===== config.mk =====
export PLATFORM = sky130hd
export DESIGN_NAME = ysyx_22050854_opnd_stage
export DESIGN_NICKNAME = d
export VERILOG_FILES = /design/src/rtl/ysyx_22050854_opnd_stage.sv
export SDC_FILE = /design/constraint.sdc
export NUM_CORES = 1
export LEC_CHECK = 0
export CORE_AREA = 4 4 265 267
export CTS_CLUSTER_SIZE = 14
export DETAILED_ROUTE_END_ITERATION = 12
export DIE_AREA = 0 0 269 271
export PLACE_DENSITY_LB_ADDON = 0.1
export SLEW_MARGIN = 10
export SYNTH_ARGS = -nofsm -noshare
export SYNTH_HDL_FRONTEND = slang
export SYNTH_SLANG_ARGS = --single-unit

===== constraint.sdc =====
create_clock -name clk -period 3 [get_ports clk]
set_input_delay 0.3 -clock clk [delete_from_list [all_inputs] [get_ports clk]]
set_output_delay 0.3 -clock clk [all_outputs]
set_load 0.005 [all_outputs]

===== src/rtl/ysyx_22050854_opnd_stage.sv =====
// ysyx_22050854_opnd_stage
// Registered ALU operand stage: selects src1/src2, resolves register operands
// against forwarding channels (channel 0 youngest), stalls on pending producers
// and hands operands to execute through a one-entry valid/ready register.
module ysyx_22050854_opnd_stage #(
    parameter int XLEN = 64,
    parameter int PC_W = 32,
    parameter int NFWD = 3,
    parameter int INC  = 4
) (
    input  logic                 clk,
    input  logic                 rst,
    input  logic                 in_valid,
    output logic                 in_ready,
    input  logic [PC_W-1:0]      in_pc,
    input  logic [XLEN-1:0]      in_imm,
    input  logic [4:0]           in_rs1,
    input  logic [4:0]           in_rs2,
    input  logic [XLEN-1:0]      in_rs1_data,
    input  logic [XLEN-1:0]      in_rs2_data,
    input  logic                 in_src1_sel,
    input  logic [1:0]           in_src2_sel,
    input  logic                 in_store,
    input  logic [NFWD-1:0]      fwd_valid,
    input  logic [NFWD-1:0]      fwd_pending,
    input  logic [5*NFWD-1:0]    fwd_rd,
    input  logic [XLEN*NFWD-1:0] fwd_data,
    input  logic                 flush,
    output logic                 out_valid,
    input  logic                 out_ready,
    output logic [XLEN-1:0]      out_src1,
    output logic [XLEN-1:0]      out_src2,
    output logic [XLEN-1:0]      out_sdata,
    output logic [31:0]          stall_cnt
);

    localparam logic [XLEN-1:0] INC_X = XLEN'(INC);

    // Returns {pending, value} for one register operand. The first matching
    // channel wins so an older pending write hidden behind a younger ready one
    // cannot stall us. x0 is hardwired to zero and never hazards.
    function automatic logic [XLEN:0] resolve(
        input logic [4:0]           rs,
        input logic [XLEN-1:0]      rf,
        input logic [NFWD-1:0]      v,
        input logic [NFWD-1:0]      p,
        input logic [5*NFWD-1:0]    rd,
        input logic [XLEN*NFWD-1:0] d
    );
        logic [XLEN:0] r;
        logic          hit;
        r   = {1'b0, rf};
        hit = 1'b0;
        for (int i = 0; i < NFWD; i++) begin
            if (!hit && v[i] && (rd[5*i +: 5] == rs)) begin
                hit = 1'b1;
                r   = {p[i], d[XLEN*i +: XLEN]};
            end
        end
        if (rs == 5'd0) begin
            r = '0;
        end
        return r;
    endfunction

    logic [XLEN:0]   rs1_res;
    logic [XLEN:0]   rs2_res;
    logic [XLEN-1:0] rs1_val;
    logic [XLEN-1:0] rs2_val;
    logic            use_rs1;
    logic            use_rs2;
    logic            hazard;
    logic            capture;
    logic [XLEN-1:0] src1_next;
    logic [XLEN-1:0] src2_next;
    logic [XLEN-1:0] sdata_next;

    // Forwarding, hazard detection and the handshake that decides acceptance.
    always_comb begin
        rs1_res  = resolve(in_rs1, in_rs1_data, fwd_valid, fwd_pending, fwd_rd, fwd_data);
        rs2_res  = resolve(in_rs2, in_rs2_data, fwd_valid, fwd_pending, fwd_rd, fwd_data);
        rs1_val  = rs1_res[XLEN-1:0];
        rs2_val  = rs2_res[XLEN-1:0];
        use_rs1  = !in_src1_sel;
        use_rs2  = (in_src2_sel == 2'b00) || in_store;
        hazard   = in_valid && ((use_rs1 && rs1_res[XLEN]) || (use_rs2 && rs2_res[XLEN]));
        in_ready = !hazard && (!out_valid || out_ready) && !flush;
        capture  = in_valid && in_ready;
    end

    // Operand muxes feeding the output register.
    always_comb begin
        src1_next = in_src1_sel ? XLEN'(in_pc) : rs1_val;
        unique case (in_src2_sel)
            2'b00:   src2_next = rs2_val;
            2'b01:   src2_next = in_imm;
            2'b10:   src2_next = INC_X;
            default: src2_next = '0;
        endcase
        sdata_next = in_store ? rs2_val : '0;
    end

    // One-entry output register; flush drops the held entry and blocks capture.
    always_ff @(posedge clk) begin
        if (rst) begin
            out_valid <= 1'b0;
            out_src1  <= '0;
            out_src2  <= '0;
            out_sdata <= '0;
        end else if (flush) begin
            out_valid <= 1'b0;
        end else if (capture) begin
            out_valid <= 1'b1;
            out_src1  <= src1_next;
            out_src2  <= src2_next;
            out_sdata <= sdata_next;
        end else if (out_ready) begin
            out_valid <= 1'b0;
        end
    end

    // Saturating count of cycles lost to operand hazards.
    always_ff @(posedge clk) begin
        if (rst) begin
            stall_cnt <= '0;
        end else if (hazard && !flush && (stall_cnt != 32'hFFFF_FFFF)) begin
            stall_cnt <= stall_cnt + 32'd1;
        end
    end

endmodule


# Word-level counts from Yosys, hierarchy flattened
# Index checks and enable logic that the tools add are counted.
# W data, S select, Z words.
# totals
wordCells	68
output_inout_bits	226
reg_bits	225
# op_classes
eq_ne	9
bitwise	1
addsub	1
n_mux	17
n_reduce_logical	35
# op_table
operator	n
$mux W65	8
$pmux W64 S3	1
$mux W64	2
$add A32 B1 Y32 const B	1
$ne A32 B32 Y1 const B	1
$eq A5 B5 Y1	6
$logic_and A1 B1 Y1	18
$logic_not A5 Y1	2
$logic_not A1 Y1	8
$mux W1	6
$logic_or A1 B1 Y1	3
$eq A2 B1 Y1 const B	1
$eq A2 B2 Y1 const B	1
$logic_not A2 Y1	1
$reduce_and A2 Y1	1
$reduce_bool A2 Y1	1
$reduce_or A2 Y1	1
$not A1 Y1	1

# Depth between registers and ports, before layout
# Gate-level depths: netlist (run 1).
# logic_depth
word_depth	20
depth_mapped	12
mapped_depth_nobuf	8

# Worst setup path after synthesis (run 1)
# No wires, ideal clock.
# synth_timing
kind	register to register
startpoint	register stall_cnt[0]
endpoint	register stall_cnt[14]
path_buffers	1
path_stages_with_launch	10
setup_slack_ns	0.660
required_ns	2.930
arrival_time_ns	2.270
cell_sequence	dfxtp_1 ha_1 and4_1 and4_1 a41oi_1 and2_1 nand3_2 buf_2 or3_1 a21oi_1
# synth_between
elab_chain_len	2
word_cells_on_any_way	3
classes_between	1 x add/sub; 1 x eq/ne; 1 x reduce/logical
# synth_lines
item	line	source
start, declared	34	output logic [31:0] stall_cnt
start signal, assigned	127	stall_cnt <= stall_cnt + 32'd1;
branches (longest 2 deep; another with $add A32 B1 Y32)	--	
# Several ways; the timed one is not identified.
# A chain may end at the register's enable or synchronous reset.

# Worst setup path after layout (run 1)
# layout_timing
startpoint	input port in_rs2[0]
endpoint	output port in_ready
# layout_between
elab_chain_len	18
word_cells_on_any_way	23
classes_between	3 x eq/ne; 6 x mux; 14 x reduce/logical
# layout_lines
item	line	source
start, declared	18	input logic [4:0] in_rs2,
$eq A5 B5 Y1	55	if (!hit && v[i] && (rd[5*i +: 5] == rs)) begin
$logic_and A1 B1 Y1	55	
$mux W1	55	
$logic_not A1 Y1	55	
$logic_and A1 B1 Y1 (2 in a row)	55	
$mux W1	55	
$logic_not A1 Y1	55	
$logic_and A1 B1 Y1 (2 in a row)	55	
$mux W65	55	
$mux W65 (*)	60	if (rs == 5'd0) begin
$logic_and A1 B1 Y1 (*)	86	hazard = in_valid && ((use_rs1 && rs1_res[XLEN]) || (use_rs2 && rs2_res[XLEN]));
$logic_or A1 B1 Y1 (*)	86	
$logic_and A1 B1 Y1 (*)	86	
$logic_not A1 Y1 (*)	87	in_ready = !hazard && (!out_valid || out_ready) && !flush;
$logic_and A1 B1 Y1 (*) (2 in a row)	87	
end, declared	14	output logic in_ready,
# Mark *: on every way between the ends. The rest lies on a longest branch, timed or not.

==> results by group, run 1 <==
Pwr
  • Cell leakage power: 8.585 nW
  • Comb power frac: 0.241
  • NetSw: ~0.0025 W
  • Sequential Power Share: 0.353
  • Worst vdd ir: roughly 350 uV
  • PnR Total Power: ~0.0089 W
  • Pwr dens: 376.3 nW/um^2
  • Pint: 0.006431 W
  • Sw frac: 0.2811
  • Clk pwr share: 0.406

Clocking
  • Post-CTS setup buffer count: 0
  • Cts bufs inserted: 31
  • H-tree Lvls: 1
  • Clock Path Buffers: 3
  • CTS sink cnt: around 230
  • Post_cts resized: 4
  • Worst skew pair latency: slightly below 0.6 ns
  • Post-CTS Hold Fix Bufs: 0
  • Reg clk slew, reported paths: about 0.060 ns
  • CTS tree: yes
  • CTS Root Cell: clkbuf_16

Layout
  • Final nets: 2,974
  • Final instance area: 23,770 sq um
  • Layout area overhead: 72.14%
  • # fillers: roughly 7,100
  • Fraction of layout cells with a size suffix above 1: 0.1021

Critical path
  • CP arrival: between 2 and 3 ns
  • Critical path peak fanout: 4
  • Worst EP required: around 2.7 ns
  • Crit. End Element: output port
  • Critical path class: input pin to output port
  • Startpoint types: input pin

Routing
  • Post-detailed-route wirelength per cell: 25.69 um
  • First-pass iteration count of the detailed router: 7
  • Vias per Instance: between 5 and 6
  • Final ANT Viol Nets: 0
  • DRC: 0
  • Via count: 17,600
  • Initial DRC Count: 1,346
  • Total Wirelength: 88.00 mm

Timing
  • Slew HR: 0.4332
  • Final worst-path cycle share: 0.9423
  • Final worst clock skew: roughly 0.014 ns
  • Maximum clock rate: between 300 and 400 MHz
  • Fin crit period: between 2 and 3 ns
  • WHS: ~0.18 ns
  • Slew Viols, Final: 0
  • Fin. Hold Viols: 0
  • RSZ-0062 raised after global routing: no
  • Pin slew with the least headroom to its limit: around 0.85 ns
  • Final Setup Violations: 0

Die
  • Core area: 68,110 sq um
  • Initial Util: 0.2028
  • Die height: approximately 270 um
  • Die area: between 70,000 and 80,000 sq um
  • # rows: 96
  • Die width: roughly 270 um
  • IO Pins: approximately 680

Status
  • Status: complete, no violations

Yosys
  • Fraction of registers with async set/reset: 0
  • Top FF cell, synth: dfxtp_1
  • Synth unique cells: 51
  • Number of synthesized flops with an enable pin: 0
  • Synthesis warning total: 0
  • Sequential-to-total area share from yosys stat: 0.3262
  • Synth Area per Inst: 7.642 sq um
  • Synth area leaders: dfxtp_1 33%, a221oi_1 6.0%, nand2_1 5.9%
  • Syn_nets: 2,264
  • Cell count after synthesis: ~1,800
  • Post-Synthesis Cell Area: 13,810 sq um
  • Register bit total from synthesis: between 200 and 250
  • Synth area leader: dfxtp_1
  • Top cell type's share of synthesized area: 0.3262

Placement
  • Port bufs: between 600 and 700
  • DP Wirelength: 67.27 mm
  • Post-place instance area: about 23,000 sq um
  • Final GP Congestion: between 0.9 and 1

Min path
  • Hold/Removal Path Class: input pin to flip-flop

Global route
  • Vias in the first global route: roughly 18,000
  • Pin count of the biggest net entering global routing: 86
  • All-Layer GR Usage: 0.2269
  • Initial antenna violation count: 11
  • Overflow after GRT: 0
  • First-pass GRT wire length: about 120 mm

Run
  • MaxCap Viol Count: 0
[layout make-up]
class                   count  area, sq um  area share
clock buffers              46        912.1     0.03837
diodes                      7        17.52   0.0007369
repair buffers            865         8578      0.3609
multi-input cells        1389         8573      0.3607
well taps                 882         1104     0.04642
clock inverters             7        63.81    0.002684
inverters                   5        18.77   0.0007895
flip-flops and latches    225         4504      0.1895
[cell usage after synthesis (5+ instances only)]
| master | n |
|---|---|
| mux2i_1 | 43 |
| o21ai_0 | 114 |
| a32o_1 | 8 |
| nand3_1 | 18 |
| nor3_1 | 11 |
| nand3b_1 | 97 |
| o22ai_1 | 14 |
| xnor2_1 | 19 |
| or3_1 | 84 |
| buf_1 | 12 |
| inv_1 | 5 |
| a21oi_1 | 118 |
| nor2_1 | 179 |
| clkbuf_1 | 134 |
| buf_6 | 5 |
| a22o_1 | 9 |
| a211oi_1 | 74 |
| and4_1 | 66 |
| nand2_1 | 217 |
| a221oi_1 | 95 |
| dfxtp_1 | 225 |
| and3_1 | 13 |
| buf_2 | 33 |
| xor2_1 | 18 |
| a22oi_1 | 65 |
| a31oi_1 | 64 |
| o31ai_1 | 17 |
| nand4_1 | 12 |
[power by group through the flow]
stage | clock network, W | logic, W | registers, W
3_3_place_gp | 0 | 0.00215 | 0.00322
4_1_cts | 0.00377 | 0.00216 | 0.00316
3_5_place_dp | 0 | 0.00215 | 0.00322
5_1_grt | 0.00386 | 0.00230 | 0.00317
6_report | 0.00363 | 0.00216 | 0.00316
2_1_floorplan | 0 | 0.000694 | 0.00322
[registers in the layout, indices dropped and copies added (netlist names)]
name / count
out_sdata: 64
out_valid: 1
stall_cnt: 32
out_src2: 64
out_src1: 64
[stage by stage]
stage,std cells,setup WS (ns),util,TNS (ns)
finish,3426,0.1732,0.3490,0
global route,3426,0.007067,0.3490,0
detailed placement,3366,-0.3539,0.3343,-12.62
CTS,3419,0.1607,0.3488,0
floorplan,1807,0.6600,-,0
global placement,3366,-0.2631,0.3343,-9.658
[worst max-delay path, cell delays in order]
cell	delay, ns
clkdlybuf4s50_1	0.59
xor2_1	0.18
nor2_1	0.08
a311o_1	0.45
o211ai_2	0.20
a22o_1	0.31
a21boi_2	0.10
dlygate4sd2_1	0.30
[per-layer routing]
layer,part of all wire,up-vias,track usage
li1,-,8228,-
met5,0.00053,-,0
met1,0.42,8593,0.2875
met3,0.072,101,0.05111
met2,0.49,669,0.3924
met4,0.023,6,0.04953
[cell families (layout without fill, tap and decap cells)]
group,after synthesis,in the layout,synth area share
AOI/OAI and AO/OA,589,589,0.2841
xor gates and xnor gates,37,37,0.02347
adders and majority gates,1,1,0.0009059
buffers and inverters,193,923,0.05925
DFF,225,225,0.3262
muxes,45,45,0.03280
other,0,7,0
and+or+nand+nor,717,717,0.2733
[layout by cell type (no fill, tap or decap), types with 15 or more instances in the layout]
cell             synthesis  routed
clkdlybuf4s50_1          0     677
dfxtp_1                225     225
nand2_1                217     215
nor2_1                 179     176
buf_4                    4     154
a21oi_1                118     118
o21ai_0                114     114
nand3b_1                97      97
a221oi_1                95      95
or3_1                   84      84
a211oi_1                74      74
and4_1                  66      66
a22oi_1                 65      65
a31oi_1                 64      64
mux2i_1                 43      43
clkbuf_16                0      31
buf_12                   0      31
xnor2_1                 19      19
xor2_1                  18      18
o31ai_1                 17      17
nand3_1                 18      15
[final timing paths]
kind | from | cells past startpoint | end | slack, ns
worst max-delay path | in_rs2[0] | 8 | in_ready | 0.17
worst min-delay path | rst | 4 | out_src1[53] | 0.18
worst max register to register | stall_cnt[0] | 9 | stall_cnt[12] | 0.30
worst min register to register | out_src2[25] | 2 | out_src2[25] | 0.45
(Power assumes the default switching activity.)
==> run 2: changes to the inputs <==
Settings changed: CORE_AREA 4 4 265 267 to 2 2 263 265, DIE_AREA 0 0 269 271 to 0 0 265 267, GPL_TIMING_DRIVEN from default to 0.
==> results by group, run 2 (synthesis gave the netlist of run 1 again) <==
Status
  • Status: complete, but fails checks
  • Failing checks: setup timing

Clocking
  • Post-CTS Hold Fix Bufs: 0 (unchanged)
  • Worst skew pair latency: 0.59 ns (about the same)
  • Clock Path Buffers: 3 (unchanged)
  • H-tree Lvls: 1 (unchanged)
  • CTS sink cnt: 225 (unchanged)
  • Reg clk slew, reported paths: 0.06 ns (about the same)
  • Cts bufs inserted: 30 (-3.2%)
  • CTS Root Cell: clkbuf_16
  • CTS tree: yes

Timing
  • Final worst-path cycle share: 1.002 (+0.05985)
  • Slack of the critical path: -0.006297 ns (-0.1795 ns)
  • Maximum clock rate: 332.6 MHz (-6.0%)
  • Fin. Hold Viols: 0 (unchanged)
  • Slew HR: 0.2576 (-0.1756)
  • Pin slew with the least headroom to its limit: 1.114 ns (+0.2634 ns)
  • Fin crit period: 3.006 ns (+0.1795 ns)
  • Slew Viols, Final: 0 (unchanged)
  • Final worst clock skew: 0.01495 ns (+0.001176 ns)
  • RSZ-0062 raised after global routing: yes
  • Final Setup Violations: 1 (+1)

Layout
  • # fillers: 7,202 (+2.0%)
  • Core Util, Final: 0.3396 (-0.009395)
  • Biggest regs: out_sdata (64), out_src1 (64), out_src2 (64)
  • Sequential standard cell area: 4504 sq um (unchanged)
  • Layout area overhead: 67.21%
  • Multi-input logic area: 8607 sq um (+0.39%)
  • Fraction of layout cells with a size suffix above 1: 0.07025 (-0.03184)
  • Final nets: 2,983 (+0.30%)
  • Most common cell after layout, fill and taps aside: clkdlybuf4s50_1
  • Finished Layout Cells: 3,435 (+0.26%)
  • Most frequent cells in the layout: 675 x clkdlybuf4s50_1, 225 x dfxtp_1, 216 x nand2_1

Global route
  • Pin count of the biggest net entering global routing: 15 (-83%)
  • First-pass GRT wire length: 141.9 mm (+14%)
  • All-Layer GR Usage: 0.2806 (+0.05370)
  • Initial antenna violation count: 13 (+2)
  • Vias in the first global route: 18,360 (+4.6%)
  • Overflow after GRT: 0 (unchanged)

Placement
  • DP Wirelength: 84.15 mm (+25%)
  • Port bufs: 679 (-0.29%)
  • Placed insts: 3,370 (+0.12%)
  • Final GP Congestion: 0.9441 (+4.2%)

Die
  • Die height: 267 um (-1.5%)
  • Die area: 70,760 sq um (-2.9%)
  • IO Pins: 682 (unchanged)
  • Core area: 67,990 sq um (-0.18%)
  • Initial Util: 0.2031 (+0.0003582)
  • # rows: 96 (unchanged)
  • Die width: 265 um (-1.5%)

Routing
  • Via count: 18,390 (+4.5%)
  • Initial DRC Count: 1,669 (+24%)
  • DRC: 0 (unchanged)
  • Final ANT Viol Nets: 0 (unchanged)
  • Vias per Instance: 5.354 (+4.2%)
  • Post-detailed-route wirelength per cell: 30.45 um (+19%)
  • Total Wirelength: 104.6 mm (+19%)
  • First-pass iteration count of the detailed router: 5 (-2)

Critical path
  • Slowest stage delay, CP: 0.61 ns (+0.02 ns)
  • Crit-path cells: clkdlybuf4s50_1, xor2_1, nor2_2, a311o_2, o211ai_2, a22o_1, buf_4, a21boi_0, clkbuf_2
  • CP arrival: 2.71 ns (+0.18 ns)
  • Crit. End Element: output port
  • Family with the most delay on the worst path: buffers and inverters
  • Critical path class: input pin to output port
  • WP buf/inv: 3 (+1)
  • Worst EP required: 2.70 ns (about the same)
  • Startpoint types: input pin
  • Critical path peak fanout: 10 (+6)
  • Slowest CP cell: clkdlybuf4s50_1

Run
  • MaxCap Viol Count: 0 (unchanged)

Pwr
  • Comb power frac: 0.236 (-0.005)
  • PnR Total Power: 0.009264 W (+3.6%)
  • Sw frac: 0.2969 (+0.01579)
  • Pint: 0.006514 W (+1.3%)
  • Clk pwr share: 0.422 (+0.016)
  • Pwr dens: 401.2 nW/um^2 (+6.6%)
  • Sequential Power Share: 0.342 (-0.011)
  • Cell leakage power: 8.160 nW (-4.9%)
  • NetSw: 0.002750 W (+9.4%)
  • Worst vdd ir: 316.3 uV (-8.6%)

Min path
  • Hold/Removal Path Class: input pin to flip-flop
run 2: worst paths after layout:
path / depth (start not counted) / startpoint / end / slack (ns)
min: 3 / fwd_data[52] / out_src1[52] / 0.40
max: 9 / in_rs2[0] / in_ready / -0.006
min reg2reg: 2 / out_src2[23] / out_src2[23] / 0.45
max reg2reg: 9 / stall_cnt[0] / stall_cnt[14] / 0.36
run 2: power groups by stage:
stage                     clock (W)  combinational (W)  sequential, W
after floorplan                   0           0.000694        0.00322
after global placement            0            0.00214        0.00323
after detailed placement          0            0.00213        0.00323
after CTS                   0.00397            0.00216        0.00317
after global routing        0.00408            0.00230        0.00318
final                       0.00391            0.00218        0.00317
run 2: worst reg2reg max path, cell delays in order, from the launching register on:
cell and delay (ns):
dfxtp_1 0.37, ha_1 0.25, and4_1 0.22, and4_1 0.24
a41oi_2 0.36, and2_1 0.23, nand3_2 0.14, buf_2 0.27
or3_1 0.36, a21oi_1 0.14
run 2: repair_timing:
| action | in CTS | in global routing |
|---|---|---|
| endpoints found under the setup margin | 194 | 181 |
| resized for setup | 51 | 59 |
| buffers inserted | 3 | 4 |
| pin swaps | 1 | 4 |
| hold endpoints to repair | 0 | 0 |
run 2: metal layers:
layer  wire [um]  GRT usage  part of all wire
met1       44160     0.3539              0.42
met2       50930     0.4889              0.49
met3        6874    0.05600             0.066
met4        2524    0.06703             0.024
met5          90          0           0.00086
run 2: area by class of cell:
| cell class | count | share of cell area |
|---|---|---|
| Sequential cell | 225 | 0.1951 |
| Antenna cell | 5 | 0.0005419 |
| Buffer | 187 | 0.03885 |
| Multi-Input combinational cell | 1389 | 0.3727 |
| Timing Repair Buffer | 688 | 0.2989 |
| Clock inverter | 10 | 0.005635 |
| Inverter | 5 | 0.0008128 |
| Clock buffer | 44 | 0.03961 |
| Tap cell | 882 | 0.04779 |
run 2: metrics by stage:
step                instance area [sq um]  hold WS [ns]    TNS, ns  setup WS, ns
detailed placement                  21750        0.4460    -218.37        -1.233
global placement                    21710        0.4432    -247.96        -1.666
CTS                                 22960        0.3671    -0.1769       -0.1769
finish                              23090        0.4029  -0.006297     -0.006297
floorplan                           13810        0.3793          0        0.6600
global route                        23090        0.4119    -0.1859       -0.1074
==> run 3: changes to the inputs <==
Settings changed: SETUP_SLACK_MARGIN from default to 0.1.
==> results by group, run 3 (synthesis gave the netlist of run 1 again) <==
Critical path
  • Worst EP required: 2.70 ns (about the same)
  • Critical path class: input pin to output port
  • Slowest CP cell: clkdlybuf4s50_1
  • Family with the most delay on the worst path: compound AO/OA/AOI/OAI gates
  • Crit. End Element: output port
  • Critical path peak fanout: 10 (unchanged)
  • CP arrival: 2.60 ns (-0.11 ns)
  • Startpoint types: input pin
  • Crit-path cells: clkdlybuf4s50_1, xor2_1, nor3_2, a311o_2, o211ai_2, a22o_1, buf_6, a21boi_0, buf_2
  • WP buf/inv: 3 (unchanged)
  • Slowest stage delay, CP: 0.54 ns (-0.07 ns)

Clocking
  • Reg clk slew, reported paths: 0.06 ns (about the same)
  • Post-CTS Hold Fix Bufs: 0 (unchanged)
  • Clock Path Buffers: 3 (unchanged)
  • Cts bufs inserted: 30 (unchanged)
  • CTS tree: yes
  • CTS sink cnt: 225 (unchanged)
  • Worst skew pair latency: 0.59 ns (about the same)
  • H-tree Lvls: 1 (unchanged)
  • CTS Root Cell: clkbuf_16

Timing
  • Slack of the critical path: 0.1023 ns (+0.1086 ns)
  • Maximum clock rate: 345.1 MHz (+3.7%)
  • Slew Viols, Final: 0 (unchanged)
  • Fin crit period: 2.898 ns (-0.1086 ns)
  • Final worst-path cycle share: 0.9659 (-0.03619)
  • WHS: 0.4100 ns (+0.007167 ns)
  • RSZ-0062 raised after global routing: yes
  • Pin slew with the least headroom to its limit: 1.177 ns (+0.06366 ns)
  • Slew HR: 0.2152 (-0.04244)
  • Final worst clock skew: 0.01815 ns (+0.003206 ns)
  • Fin. Hold Viols: 0 (unchanged)
  • Final Setup Violations: 0 (-1)

Global route
  • Initial antenna violation count: 15 (+2)
  • Vias in the first global route: 18,380 (+0.087%)
  • First-pass GRT wire length: 141.8 mm (about the same)
  • All-Layer GR Usage: 0.2806 (about the same)
  • Overflow after GRT: 0 (unchanged)
  • Pin count of the biggest net entering global routing: 15 (unchanged)

Die
  • # rows: 96 (unchanged)
  • Initial Util: 0.2031 (unchanged)
  • Die width: 265 um (unchanged)
  • Die area: 70,760 sq um (unchanged)
  • IO Pins: 682 (unchanged)
  • Core area: 67,990 sq um (unchanged)
  • Die height: 267 um (unchanged)

Routing
  • Vias per Instance: 5.329 (-0.46%)
  • DRC: 0 (unchanged)
  • Initial DRC Count: 1,737 (+4.1%)
  • Final ANT Viol Nets: 0 (unchanged)
  • Via count: 18,330 (-0.35%)
  • First-pass iteration count of the detailed router: 5 (unchanged)
  • Post-detailed-route wirelength per cell: 30.37 um (-0.24%)
  • Total Wirelength: 104.5 mm (-0.12%)

Layout
  • Layout area overhead: 67.33% (about the same)
  • # fillers: 7,208 (+0.083%)
  • Fraction of layout cells with a size suffix above 1: 0.07611 (+0.005857)
  • Core Util, Final: 0.3399 (about the same)
  • Most common cell after layout, fill and taps aside: clkdlybuf4s50_1
  • Most frequent cells in the layout: 669 x clkdlybuf4s50_1, 225 x dfxtp_1, 215 x nand2_1
  • Final nets: 2,984 (+0.034%)
  • Biggest regs: out_sdata (64), out_src1 (64), out_src2 (64)

Placement
  • DP Wirelength: 84.15 mm (unchanged)
  • Port bufs: 679 (unchanged)
  • Pre-CTS WS: -1.233 ns (unchanged)
  • Final GP Congestion: 0.9441 (unchanged)

Pwr
  • Worst vdd ir: 317.3 uV (+0.33%)
  • Pwr dens: 400.5 nW/um^2 (-0.18%)
  • Cell leakage power: 8.173 nW (+0.16%)

Run
  • MaxCap Viol Count: 0 (unchanged)

Min path
  • Hold/Removal Path Class: input pin to flip-flop

Status
  • Status: complete, no violations
## run 3: cell count changes in the layout (fill, tap and decap cells not counted), moves of 2 or more
cell | before | now
dlygate4sd2_1 | 0 | 9
clkbuf_2 | 37 | 48
diode_2 | 5 | 8
clkbuf_4 | 9 | 11
dlymetal6s2s_1 | 3 | 0
buf_4 | 10 | 8
clkbuf_1 | 95 | 86
clkdlybuf4s50_1 | 675 | 669
buf_1 | 7 | 5
nand3_2 | 2 | 4
## run 3: area by class of cell
cell class	count	area, sq um	share of cell area
multi-input combinational	1389	8616	0.3729
timing repair buffer	688	6884	0.2979
sequential	225	4504	0.1949
tap	882	1104	0.04776
buffer	188	915.9	0.03964
clock buffer	44	914.6	0.03958
clock inverter	10	130.1	0.005631
antenna	8	20.02	0.0008664
inverter	5	18.77	0.0008122
## run 3: worst paths after layout
check | endpoint | startpoint | slack (ns) | cells after the start
setup / recovery | in_ready | fwd_rd[6] | 0.10 | 9
hold / removal | out_src1[52] | fwd_data[52] | 0.41 | 3
setup reg to reg | stall_cnt[14] | stall_cnt[0] | 0.33 | 9
hold reg to reg | out_src2[23] | out_src2[23] | 0.45 | 2
## run 3: worst min-delay path, delay by kind of cell
| kind | cells | cell delay (ns) |
|---|---|---|
| buffers and inverters | 1 | 0.43 |
| AO/OA/AOI/OAI | 2 | 0.22 |
## run 3: timing repair
item,4_1_cts,5_1_grt
resized for setup,62,87
pin swaps,4,5
setup endpoints to repair,205,206
setup buffers,4,3
cloned,0,0
## run 3: layer usage
metal,track usage,part of all wire,up-vias,wire length [um]
li1,-,-,8257,-
met1,0.3540,0.42,9110,44050
met2,0.4887,0.48,798,50600
met3,0.05545,0.066,150,6936
met4,0.06810,0.027,12,2791
met5,0,0.00075,-,78
## run 3: per-stage QoR
step / cell area [sq um] / TNS, ns / total power, W / std cells
after global placement: 21710 / -247.96 / 0.005363 / 3368
after global routing: 23100 / -0.01573 / 0.009550 / 3435
after CTS: 22970 / 0 / 0.009295 / 3428
after detailed placement: 21750 / -218.37 / 0.005360 / 3370
final: 23110 / 0 / 0.009254 / 3439
after floorplan: 13810 / 0 / 0.003917 / 1807
## run 3: where the power goes
part           switching (W)  total (W)  internal (W)  leakage [nW]
clock                0.00156    0.00391       0.00235         0.514
sequential         0.0000696    0.00317       0.00310          1.83
combinational        0.00111    0.00218       0.00107          5.83
total                0.00274    0.00925       0.00651          8.17
